## src/rtl/status_register_ctx.sv

```systemverilog
// STATUS register with masked firmware writes, per-flag ALU updates,
// event-driven n_TO/n_PD bits and a LIFO shadow stack for interrupt context.
// The stack saves the full register on interrupt entry. On RETFIE it restores
// every bit except n_TO/n_PD, which always reflect the live power/watchdog state.
module status_register_ctx #(
   parameter int unsigned      WIDTH     = 8,
   parameter logic [WIDTH-1:0] RESET_VAL = WIDTH'('h18),
   parameter logic [WIDTH-1:0] WR_MASK   = WIDTH'('hE7),
   parameter int unsigned      DEPTH     = 2
) (
   input  logic                       clk,
   input  logic                       rst_n,
   input  logic                       status_wr,
   input  logic [WIDTH-1:0]           status_reg_in,
   input  logic [2:0]                 flag_wr_en,
   input  logic [2:0]                 flag_in,
   input  logic                       sleep_evt,
   input  logic                       clrwdt_evt,
   input  logic                       wdt_to_evt,
   input  logic                       ctx_push,
   input  logic                       ctx_pop,
   input  logic                       err_clr,
   output logic [WIDTH-1:0]           status_reg_out,
   output logic                       irp,
   output logic [1:0]                 rp,
   output logic                       n_to,
   output logic                       n_pd,
   output logic                       z,
   output logic                       dc,
   output logic                       c,
   output logic [$clog2(DEPTH+1)-1:0] ctx_level,
   output logic                       ctx_overflow,
   output logic                       ctx_underflow
);

   localparam int unsigned LW = $clog2(DEPTH + 1);

   // Bits 4:3 (n_TO, n_PD) are owned by the event logic alone.
   localparam logic [WIDTH-1:0] EVT_BITS     = WIDTH'('h18);
   localparam logic [WIDTH-1:0] WR_EFF       = WR_MASK & ~EVT_BITS;
   localparam logic [WIDTH-1:0] RESTORE_MASK = ~EVT_BITS;
   localparam logic [LW-1:0]    FULL_LEVEL   = LW'(DEPTH);

   logic [WIDTH-1:0] status_reg, status_next;
   logic [LW-1:0]    level_reg, level_next;
   logic             overflow_reg, overflow_next;
   logic             underflow_reg, underflow_next;
   logic [WIDTH-1:0] stack_q [DEPTH];
   logic [WIDTH-1:0] stack_top;

   logic push_only, pop_only, push_ok, pop_ok;

   // Classify this cycle's stack request.
   always_comb begin
      push_only = ctx_push & ~ctx_pop;
      pop_only  = ctx_pop & ~ctx_push;
      push_ok   = push_only & (level_reg != FULL_LEVEL);
      pop_ok    = pop_only & (level_reg != '0);
   end

   // Stack entries: each one captures the pre-edge STATUS when it is the next free slot.
   generate
      for (genvar gi = 0; gi < DEPTH; gi++) begin : g_stack
         logic [WIDTH-1:0] entry_reg;

         // Write this entry on a push that targets it.
         always_ff @(posedge clk or negedge rst_n) begin
            if (!rst_n)
               entry_reg <= '0;
            else if (push_ok && (level_reg == LW'(gi)))
               entry_reg <= status_reg;
         end

         assign stack_q[gi] = entry_reg;
      end
   endgenerate

   // Select the top-of-stack entry (entry[level-1]) for restore.
   always_comb begin
      stack_top = '0;
      for (int i = 0; i < DEPTH; i++) begin
         if (level_reg == LW'(i + 1))
            stack_top = stack_q[i];
      end
   end

   // Next STATUS: restore, else masked firmware write then per-flag ALU override;
   // n_TO/n_PD follow events only.
   always_comb begin
      status_next = status_reg;
      if (pop_ok) begin
         status_next = (stack_top & RESTORE_MASK) | (status_reg & EVT_BITS);
      end else begin
         if (status_wr)
            status_next = (status_reg_in & WR_EFF) | (status_reg & ~WR_EFF);
         for (int i = 0; i < 3; i++) begin
            if (flag_wr_en[i])
               status_next[i] = flag_in[i];
         end
      end
      if (wdt_to_evt) begin
         status_next[4] = 1'b0;
      end else if (sleep_evt) begin
         status_next[4] = 1'b1;
         status_next[3] = 1'b0;
      end else if (clrwdt_evt) begin
         status_next[4] = 1'b1;
         status_next[3] = 1'b1;
      end
   end

   // Next stack level and sticky error flags; a new error beats err_clr.
   always_comb begin
      level_next = level_reg;
      if (push_ok)
         level_next = level_reg + LW'(1);
      else if (pop_ok)
         level_next = level_reg - LW'(1);

      overflow_next  = overflow_reg & ~err_clr;
      underflow_next = underflow_reg & ~err_clr;
      if (push_only && (level_reg == FULL_LEVEL))
         overflow_next = 1'b1;
      if ((pop_only && (level_reg == '0)) || (ctx_push && ctx_pop))
         underflow_next = 1'b1;
   end

   // Register state; reset is asynchronous so the register is valid without a clock.
   always_ff @(posedge clk or negedge rst_n) begin
      if (!rst_n) begin
         status_reg    <= RESET_VAL;
         level_reg     <= '0;
         overflow_reg  <= 1'b0;
         underflow_reg <= 1'b0;
      end else begin
         status_reg    <= status_next;
         level_reg     <= level_next;
         overflow_reg  <= overflow_next;
         underflow_reg <= underflow_next;
      end
   end

   assign status_reg_out = status_reg;
   assign irp            = status_reg[7];
   assign rp             = status_reg[6:5];
   assign n_to           = status_reg[4];
   assign n_pd           = status_reg[3];
   assign z              = status_reg[2];
   assign dc             = status_reg[1];
   assign c              = status_reg[0];
   assign ctx_level      = level_reg;
   assign ctx_overflow   = overflow_reg;
   assign ctx_underflow  = underflow_reg;

endmodule

```

## config.mk

```make
export PLATFORM = sky130hd
export DESIGN_NAME = status_register_ctx
export DESIGN_NICKNAME = d
export VERILOG_FILES = /design/src/rtl/status_register_ctx.sv
export SDC_FILE = /design/constraint.sdc
export NUM_CORES = 1
export LEC_CHECK = 0
export CORE_AREA = 2 2 55 57
export CTS_CLUSTER_SIZE = 16
export DETAILED_ROUTE_END_ITERATION = 8
export DIE_AREA = 0 0 57 59
export PLACE_DENSITY = 0.93
export SLEW_MARGIN = 20
export SYNTH_ARGS = -nofsm -noshare
export SYNTH_HDL_FRONTEND = slang
export SYNTH_SLANG_ARGS = --single-unit
```

## constraint.sdc

```tcl
create_clock -name clk -period 2.9 [get_ports clk]
set_input_delay 0.435 -clock clk [delete_from_list [all_inputs] [get_ports clk]]
set_output_delay 0.435 -clock clk [all_outputs]
set_load 0.02 [all_outputs]
```

==> results of run 1 <==
-- stage by stage --
stage	cell area, um2	setup WS (ns)	instances	util
final	1640	0.816	175	0.606
after CTS	1650	0.818	175	0.608
after global placement	1610	0.810	171	0.595
after floorplan	1270	1.13	113	-
after detailed placement	1610	0.747	171	0.595
after global routing	1640	0.695	175	0.606
-- area by class of cell --
type / count / area share
Sequential cell: 24 / 0.367
Multi-Input combinational cell: 67 / 0.324
Timing Repair Buffer: 41 / 0.245
Tap cell: 31 / 0.0236
Clock buffer: 4 / 0.0221
Inverter: 8 / 0.0183
-- synth_stat cells --
cell type,instances
nor2_1,2
dfrtp_1,22
dfstp_2,2
mux2i_1,3
or3b_4,1
a21oi_1,8
nand3b_1,1
ha_1,3
inv_1,8
a21o_2,1
nor3_1,3
nor3b_1,2
nor3b_2,1
buf_4,10
xnor2_1,1
buf_1,1
and3b_1,3
a211oi_1,3
nor2b_1,7
a221oi_2,1
o22ai_1,3
a221oi_1,3
and2_1,2
a21o_1,1
mux2_2,12
buf_6,2
clkbuf_1,1
o21ai_0,6
-- how the worst max path moves through the flow --
| stage | cells past startpoint | endpoint | slack (ns) |
|---|---|---|---|
| 6_report | 5 | g_stack[0].entry_reg[2]$_DFFE_PN0P_ | 0.82 |
| 5_1_grt | 5 | g_stack[0].entry_reg[2]$_DFFE_PN0P_ | 0.69 |
| 4_1_cts | 5 | g_stack[0].entry_reg[2]$_DFFE_PN0P_ | 0.82 |
| 3_5_place_dp | 4 | g_stack[0].entry_reg[2]$_DFFE_PN0P_ | 0.75 |
| 3_3_place_gp | 4 | g_stack[0].entry_reg[7]$_DFFE_PN0P_ | 0.81 |
| 2_1_floorplan | 6 | g_stack[1].entry_reg[0]$_DFFE_PN0P_ | 1.13 |
-- power by group through the flow --
stage / Sequential, mW / Clock (mW) / Combinational (mW)
2_1_floorplan: 0.593 / 0 / 0.383
3_3_place_gp: 0.544 / 0 / 0.611
3_5_place_dp: 0.559 / 0 / 0.641
4_1_cts: 0.553 / 0.181 / 0.642
5_1_grt: 0.574 / 0.201 / 0.693
6_report: 0.552 / 0.175 / 0.631
-- worst max-delay path, delay by kind of cell (launching register included) --
family                   cells  cell delay [ns]
AND/OR/NAND/NOR              2             0.67
flip-flops                   1             0.43
adder cells (fa/ha/maj)      1             0.41
multiplexers                 1             0.38
buffers and inverters        1             0.09
-- per-layer routing --
layer,routed length (um),global-route usage,vias up
met2,1380,0.299,31
met5,0,0,-
met4,34,0.0598,0
met1,1100,0.230,452
met3,122,0.0284,5
li1,-,-,450
-- logic make-up (layout without fill, tap and decap cells) --
logic type / Yosys count / count (layout)
compound gates: 26 / 26
flops: 24 / 24
simple gates: 22 / 22
buf+inv: 22 / 53
mux: 15 / 15
fa+ha+maj: 3 / 3
xor+xnor: 1 / 1
==> run metrics, run 1 <==
Register Area=603 um2; Resized cells post-CTS=0; # rows=19; cell internal pwr=~0.87 mW; unrepaired setup endpoints after global routing=false; GP Congestion=0.720; Port Buffers=40; PnR Total Power=1.36 mW; Hold Violations, Final=0; Root Driver=clkbuf_4; Die ar.=around 3400 um2; H-tree Lvls=1; Pre-antenna DRT Iters=4; Comb power frac=0.465; Synth area leaders=dfrtp_1 (43%), mux2_2 (11%), buf_4 (5.9%); largest net degree at the start of global routing=24; status=complete, no violations; mapped cell area=1270 um2; MaxCap Viol Count=0; CP endpoint kind=flop; hold crit path type=input port to asynchronous set/reset pin; r2r endpoint=g_stack[0].entry_reg[2]$_DFFE_PN0P_; Final Slew Violations=0; final setup fails=0; Yosys top cell area share=0.433; initial antenna violation count=0; Synth Net Count=139; CTS Sinks=24; drt via density=5.36; GRT Util Overall=0.176; drt wl/cell=about 15 um; Critical Path Source Type=flop; Synth cell types=28; max FFs per register=12; Synth Area in Simple Gates=0.119; Leakage=0.716 nW; synth warn=0; cell taking the most area after synthesis=dfrtp_1; postcts setup bufs=0; Initial Utilization=0.469; synth-to-layout area growth=29.4%; HPWL Detailed=1.98 mm; Die Ht=59 um; Worst VDD drop=0.589 mV; Rel. slew slack=0.605; share of cells above drive strength 1=0.167; clk_lat worst skew=about 0.31 ns; core area=between 2000 and 3000 um2; post-detailed-route count of antenna-violating nets=0; Cells after Synth=113; DR vias=938; Setup Total Neg Slack=0 ns; crit-path cells=inv_1 -> ha_1 -> nor3b_2 -> and2_1 -> mux2_2; hold_buf cts=0; sw frac=0.363; hold_ws=0.0695 ns; Worst Setup SP=ctx_level[0]$_DFFE_PN0P_; Seq pwr share=0.407; leading cell type in the layout, fill and taps excluded=clkdlybuf4s50_1; number of diodes=0; Worst Tran Pin Value=0.593 ns; Multi-input gate area=532 um2; clk_skew=0.000968 ns; die width=roughly 57 um; Total Wirelength=2.64 mm; first-pass GRT wire length=around 4.7 mm; worst-case reg-to-reg path depth=5; multiplexer area fraction after synthesis=0.130; register area share after synthesis=0.475; Synth Area in Adders=0.0296; Avg Cell Area, Syn=approximately 11 um2; Worst Path Required=~3.1 ns; Fill cells=approximately 250; Worst EP arrival=about 2.3 ns; vias in the first global route=976; worst-case clock buffer depth=2; flop and latch count out of synthesis=24; most frequent cells in the layout=clkdlybuf4s50_1 (39), dfrtp_1 (22), mux2_2 (12); IO Count=43; Num CTS Buffers=3; Crit-path slowest cell=dfrtp_1; grt total ovfl=0; Crit Path Max Fanout=16; Synth Area in XOR/XNOR=0.00690; clk slew on worst S/H paths=between 0.1 and 0.15 ns; initial DRC count=28; drc violations=0; clock share of power=0.129; crit path time final=~2.1 ns; slowest stage delay, CP=0.43 ns; switching power=0.493 mW; nets=171; post-synthesis compound-gate area fraction=0.133; main combinational cell family by area after synthesis=compound AO/OA/AOI/OAI gates; CTS tree=yes; Pwr Density=roughly 830 nW/um2; period utilisation layout=0.719; f_max=0.480 GHz; crit path kind=flop to flop; FF-to-FF Start=ctx_level[0]$_DFFE_PN0P_; R2R Setup Slk=0.82 ns
Power figures use the tool's default switching activity.
==> run 2: changes to the inputs <==
--- a/config.mk
+++ b/config.mk
@@ -5,11 +5,11 @@
 export SDC_FILE = /design/constraint.sdc
 export NUM_CORES = 1
 export LEC_CHECK = 0
-export CORE_AREA = 2 2 55 57
+export CORE_AREA = 2 2 60 62
 export CTS_CLUSTER_SIZE = 16
 export DETAILED_ROUTE_END_ITERATION = 8
-export DIE_AREA = 0 0 57 59
-export PLACE_DENSITY = 0.93
+export DIE_AREA = 0 0 62 64
+export PLACE_DENSITY = 0.84
 export SLEW_MARGIN = 20
 export SYNTH_ARGS = -nofsm -noshare
 export SYNTH_HDL_FRONTEND = slang
==> constraint.sdc (replaced) <==
create_clock -name clk -period 1.8 [get_ports clk]
set_input_delay 0.27 -clock clk [delete_from_list [all_inputs] [get_ports clk]]
set_output_delay 0.27 -clock clk [all_outputs]
set_load 0.02 [all_outputs]
==> run metrics, run 2 (synthesis gave the netlist of run 1 again) <==
status=complete, no violations; unrepaired setup endpoints after global routing=false; DR vias=975 (+3.9%); CTS Sinks=24 (unchanged); number of diodes=0 (unchanged); Final Slew Violations=0 (unchanged); hold crit path type=input port to asynchronous set/reset pin; cell internal pwr=1.43 mW (+65%); HPWL Detailed=2.09 mm (+5.6%); hold_buf cts=0 (unchanged); initial antenna violation count=0 (unchanged); GP Congestion=0.776 (+7.8%); clk_skew=0.0171 ns (+0.0161 ns); Pwr Density=1290 nW/um2 (+56%); Crit Path Max Fanout=3 (-13); Port Buffers=40 (unchanged); first-pass GRT wire length=4.28 mm (-8.0%); clk_lat worst skew=0.32 ns (about the same); worst-case clock buffer depth=2 (unchanged); PnR Total Power=2.26 mW (+66%); crit path kind=flop to output pin; sw frac=0.366 (+0.00329); clk slew on worst S/H paths=0.14 ns (about the same); final core utilization=0.534 (-0.0725); Seq pwr share=0.391 (-0.016); Worst VDD drop=0.514 mV (-13%); grt total ovfl=0 (unchanged); Worst EP arrival=1.47 ns (-0.83 ns); Register Area=603 um2 (unchanged); Multi-input gate area=538 um2 (+1.2%); Setup WS post-layout=0.0650 ns (-0.751 ns); Area after DPL=1700 um2 (+5.4%); drt wl/cell=13.8 um (-8.4%); Worst Path Required=1.53 ns (-1.58 ns); Setup WS pre-CTS=-0.0483 ns (-0.795 ns); FF-to-FF Start=ctx_level[1]$_DFFE_PN0P_; f_max=0.576 GHz; Pre-antenna DRT Iters=4 (unchanged); Die Ht=64 um (+8.5%); Die ar.=3970 um2 (+18%); Worst Setup SP=status_reg_out[3]$_DFFE_PN1P_; Root Driver=clkbuf_4; period utilisation layout=0.964; Total Wirelength=2.79 mm (+5.7%); Worst Path Buf+Inv=1 (unchanged); Num CTS Buffers=3 (unchanged); GRT Util Overall=0.140 (-0.0352); MaxCap Viol Count=0 (unchanged); H-tree Lvls=1 (unchanged); Initial Utilization=0.387 (-0.0819); most frequent cells in the layout=clkdlybuf4s50_1 (40), dfrtp_1 (22), buf_4 (13); core area=3280 um2 (+21%); slowest stage delay, CP=0.60 ns (+0.17 ns); crit-path cells=clkdlybuf4s50_1; switching power=0.826 mW (+68%); max FFs per register=12 (unchanged); CTS tree=yes; synth-to-layout area growth=38.0%; Fill cells=283 (+14%); share of cells above drive strength 1=0.224 (+0.0577); drc violations=0 (unchanged); # rows=21 (+2); vias in the first global route=956 (-2.0%); post-detailed-route count of antenna-violating nets=0 (unchanged); initial DRC count=18 (-36%); Critical Path Source Type=flop; final setup fails=0 (unchanged); Worst Tran Pin Value=0.406 ns (-0.187 ns); crit path time final=approximately 1.7 ns; Final Cell Area=1750 um2 (+6.7%); CP top delay family=buffers and inverters; Comb power frac=0.502 (+0.037); leading cell type in the layout, fill and taps excluded=clkdlybuf4s50_1; clock share of power=0.107 (-0.022); Rel. slew slack=0.728 (+0.124); largest net degree at the start of global routing=25 (+4.2%); Hold Violations, Final=0 (unchanged); drt via density=4.83 (-9.9%); die width=62 um (+8.8%); Crit-path slowest cell=clkdlybuf4s50_1; nets=183 (+7.0%); CP endpoint kind=output pin; IO Count=43 (unchanged); Leakage=0.773 nW (+8.0%)
run 2: changes by cell type in the layout (fill, tap and decap cells not counted), sizes merged:
cell           previous run  this run
clkdlybuf4s50            39        40
buf                       2        13
run 2: final cells by class:
type                    count  area share
clock buffers               4      0.0150
inverters                   8      0.0171
multi-input cells          67       0.307
flip-flops and latches     24       0.344
well taps                  46      0.0328
repair buffers             53       0.284
run 2: stage by stage:
step	hold WS (ns)	TNS (ns)	cells
2_1_floorplan	-0.0256	0	113
3_3_place_gp	0.481	-0.00771	195
3_5_place_dp	0.488	-0.429	195
4_1_cts	0.310	0	199
5_1_grt	0.325	0	202
6_report	0.301	0	202
run 2: final timing paths:
kind                       cells after the start                                  end  slack [ns]
setup / recovery                               1                    status_reg_out[3]        0.06
hold / removal                                 2        status_reg_out[1]$_DFFE_PN0P_        0.30
setup reg to reg                               5        status_reg_out[7]$_DFFE_PN0P_        0.10
hold reg to reg                                1  g_stack[0].entry_reg[7]$_DFFE_PN0P_        0.52
max in group asynchronous                      2        status_reg_out[3]$_DFFE_PN1P_        1.20
min in group clk                               2        status_reg_out[4]$_DFFE_PN1P_        0.48
run 2: power by group through the flow:
stage	Clock [mW]	Combinational, mW	Sequential [mW]
floorplan	0	0.617	0.955
global placement	0	1.06	0.869
detailed placement	0	1.11	0.892
CTS	0.250	1.11	0.881
global route	0.275	1.23	0.910
finish	0.242	1.13	0.883
run 2: routing by layer:
layer	wire length, um	global-route usage
met4	19	0.0479
met5	0	0
met3	167	0.0223
met2	1390	0.232
met1	1210	0.181
run 2: repair_timing:
item / CTS / global route
gates resized for setup: 0 / 1
endpoints found under the setup margin: 0 / 3
buffers inserted: 0 / 3
==> run 3: changes to the inputs <==
--- a/config.mk
+++ b/config.mk
@@ -10,6 +10,7 @@
 export DETAILED_ROUTE_END_ITERATION = 8
 export DIE_AREA = 0 0 62 64
 export PLACE_DENSITY = 0.84
+export SETUP_SLACK_MARGIN = 0.5
 export SLEW_MARGIN = 20
 export SYNTH_ARGS = -nofsm -noshare
 export SYNTH_HDL_FRONTEND = slang
==> run metrics, run 3 (synthesis gave the netlist of run 1 again) <==
CTS Sinks=24 (unchanged); status=complete, no violations; DR vias=1003 (+2.9%); die width=62 um (unchanged); Crit Path Max Fanout=3 (unchanged); Final Slew Violations=0 (unchanged); CP endpoint kind=flop; hold_ws=0.320 ns (+0.0189 ns); crit path time final=1.56 ns (-0.179 ns); Initial Utilization=0.387 (unchanged); CTS tree=yes; final setup fails=0 (unchanged); Leakage=0.918 nW (+19%); Total Wirelength=3.28 mm (+18%); f_max=0.643 GHz (+12%); Fill cells=277 (-2.1%); # rows=21 (unchanged); Rel. slew slack=0.711 (-0.0175); Num CTS Buffers=3 (unchanged); Port Buffers=40 (unchanged); clk slew on worst S/H paths=0.13 ns (about the same); nets=195 (+6.6%); clk_skew=0.00381 ns (-0.0133 ns); first-pass GRT wire length=5.09 mm (+19%); number of diodes=0 (unchanged); Worst Path Required=2.01 ns (+0.48 ns); clk_lat worst skew=0.31 ns (about the same); drt via density=4.69 (-2.9%); MaxCap Viol Count=0 (unchanged); worst-case clock buffer depth=2 (unchanged); Pre-antenna DRT Iters=2 (-2); most frequent cells in the layout=dfrtp_1 (20), clkdlybuf4s50_1 (20), buf_4 (19); Root Driver=clkbuf_4; R2R Setup Slk=0.24 ns (+0.14 ns); post-detailed-route count of antenna-violating nets=0 (unchanged); largest net degree at the start of global routing=25 (unchanged); FF-to-FF Start=ctx_level[1]$_DFFE_PN0P_; Pwr Density=1390 nW/um2 (+8.0%); crit path kind=flop to flop; Multi-input gate area=653 um2 (+21%); GRT Util Overall=0.173 (+0.0323); Register Area=606 um2 (+0.42%); HPWL Detailed=2.21 mm (+5.7%); drc violations=0 (unchanged); GP Congestion=0.690 (-11%); Hold Violations, Final=0 (unchanged); r2r endpoint=g_stack[1].entry_reg[5]$_DFFE_PN0P_; Setup Total Neg Slack=0 ns (unchanged); initial DRC count=19 (+1); Die Ht=64 um (unchanged); unrepaired setup endpoints after global routing=true; drt wl/cell=15.3 um (+11%); core area=3280 um2 (unchanged); max FFs per register=12 (unchanged); share of cells above drive strength 1=0.494 (+0.270); Worst VDD drop=0.728 mV (+42%); initial antenna violation count=0 (unchanged); Die ar.=3970 um2 (unchanged); hold_buf cts=0 (unchanged); grt total ovfl=0 (unchanged); worst-case reg-to-reg path depth=5 (unchanged); vias in the first global route=1103 (+15%); period utilisation layout=0.864 (-0.0995); synth-to-layout area growth=55.9%; hold crit path type=input port to asynchronous set/reset pin; IO Count=43 (unchanged); H-tree Lvls=1 (unchanged); Worst EP arrival=1.76 ns (+0.29 ns); Critical Path Source Type=flop; final core utilization=0.603 (+0.0690); Worst Tran Pin Value=0.432 ns (+0.0261 ns)
## run 3: changes by cell type in the layout (fill, tap and decap cells not counted), moves of 3 or more
cell,change
clkdlybuf4s50_1,-20
mux2_2,-12
mux2_4,+12
buf_6,+11
buf_2,+8
buf_4,+6
clkbuf_2,+3
clkdlybuf4s15_2,+3
## run 3: layout make-up
class | instances | area share
clock buffer | 3 | 0.0114
clock inverter | 1 | 0.0152
inverter | 8 | 0.0177
multi-input combinational | 67 | 0.330
sequential | 24 | 0.306
tap | 46 | 0.0291
timing repair buffer | 65 | 0.291
## run 3: worst max-delay path by stage
| stage | start | endpoint | slack [ns] | cells past startpoint |
|---|---|---|---|---|
| 2_1_floorplan | ctx_level[0]$_DFFE_PN0P_ | g_stack[1].entry_reg[0]$_DFFE_PN0P_ | 0.24 | 6 |
| 3_3_place_gp | ctx_pop | g_stack[0].entry_reg[5]$_DFFE_PN0P_ | 0.07 | 5 |
| 3_5_place_dp | ctx_pop | g_stack[1].entry_reg[1]$_DFFE_PN0P_ | 0.01 | 5 |
| 4_1_cts | ctx_level[1]$_DFFE_PN0P_ | status_reg_out[2]$_DFFE_PN0P_ | 0.24 | 6 |
| 5_1_grt | ctx_level[0]$_DFFE_PN0P_ | g_stack[1].entry_reg[0]$_DFFE_PN0P_ | 0.19 | 6 |
| 6_report | ctx_level[1]$_DFFE_PN0P_ | g_stack[1].entry_reg[5]$_DFFE_PN0P_ | 0.24 | 5 |
## run 3: per-stage QoR
stage,instance area [um2],cells,worst slack [ns],power (mW)
2_1_floorplan,1360,113,0.235,1.74
3_3_place_gp,1770,194,0.0714,2.08
3_5_place_dp,1770,194,0.00952,2.16
4_1_cts,1940,208,0.240,2.67
5_1_grt,1980,214,0.186,2.93
6_report,1980,214,0.244,2.75
## run 3: per-layer routing
layer  part of all wire  GRT usage  up-vias
met5                  0          0        -
met4                  0     0.0319        0
met3              0.050     0.0304        0
met2               0.51      0.306       32
met1               0.43      0.213      473
li1                   -          -      498
## run 3: worst max-delay path: stages, from the launching register on
cell and delay (ns):
dfrtp_2 0.47, ha_4 0.18, nor3b_4 0.20, and2_4 0.19, buf_6 0.11, mux2_4 0.30
## run 3: report_power, final
group          internal (mW)  total (mW)  switching, mW
Combinational          0.796        1.46          0.668
Sequential             0.748       0.905          0.157
Clock                  0.225       0.383          0.158
Total                   1.77        2.75          0.983
## run 3: repair_timing
action,4_1_cts,5_1_grt
gates resized for setup,72,32
setup endpoints to repair,39,38
pin swaps,1,3
buffers inserted,10,6
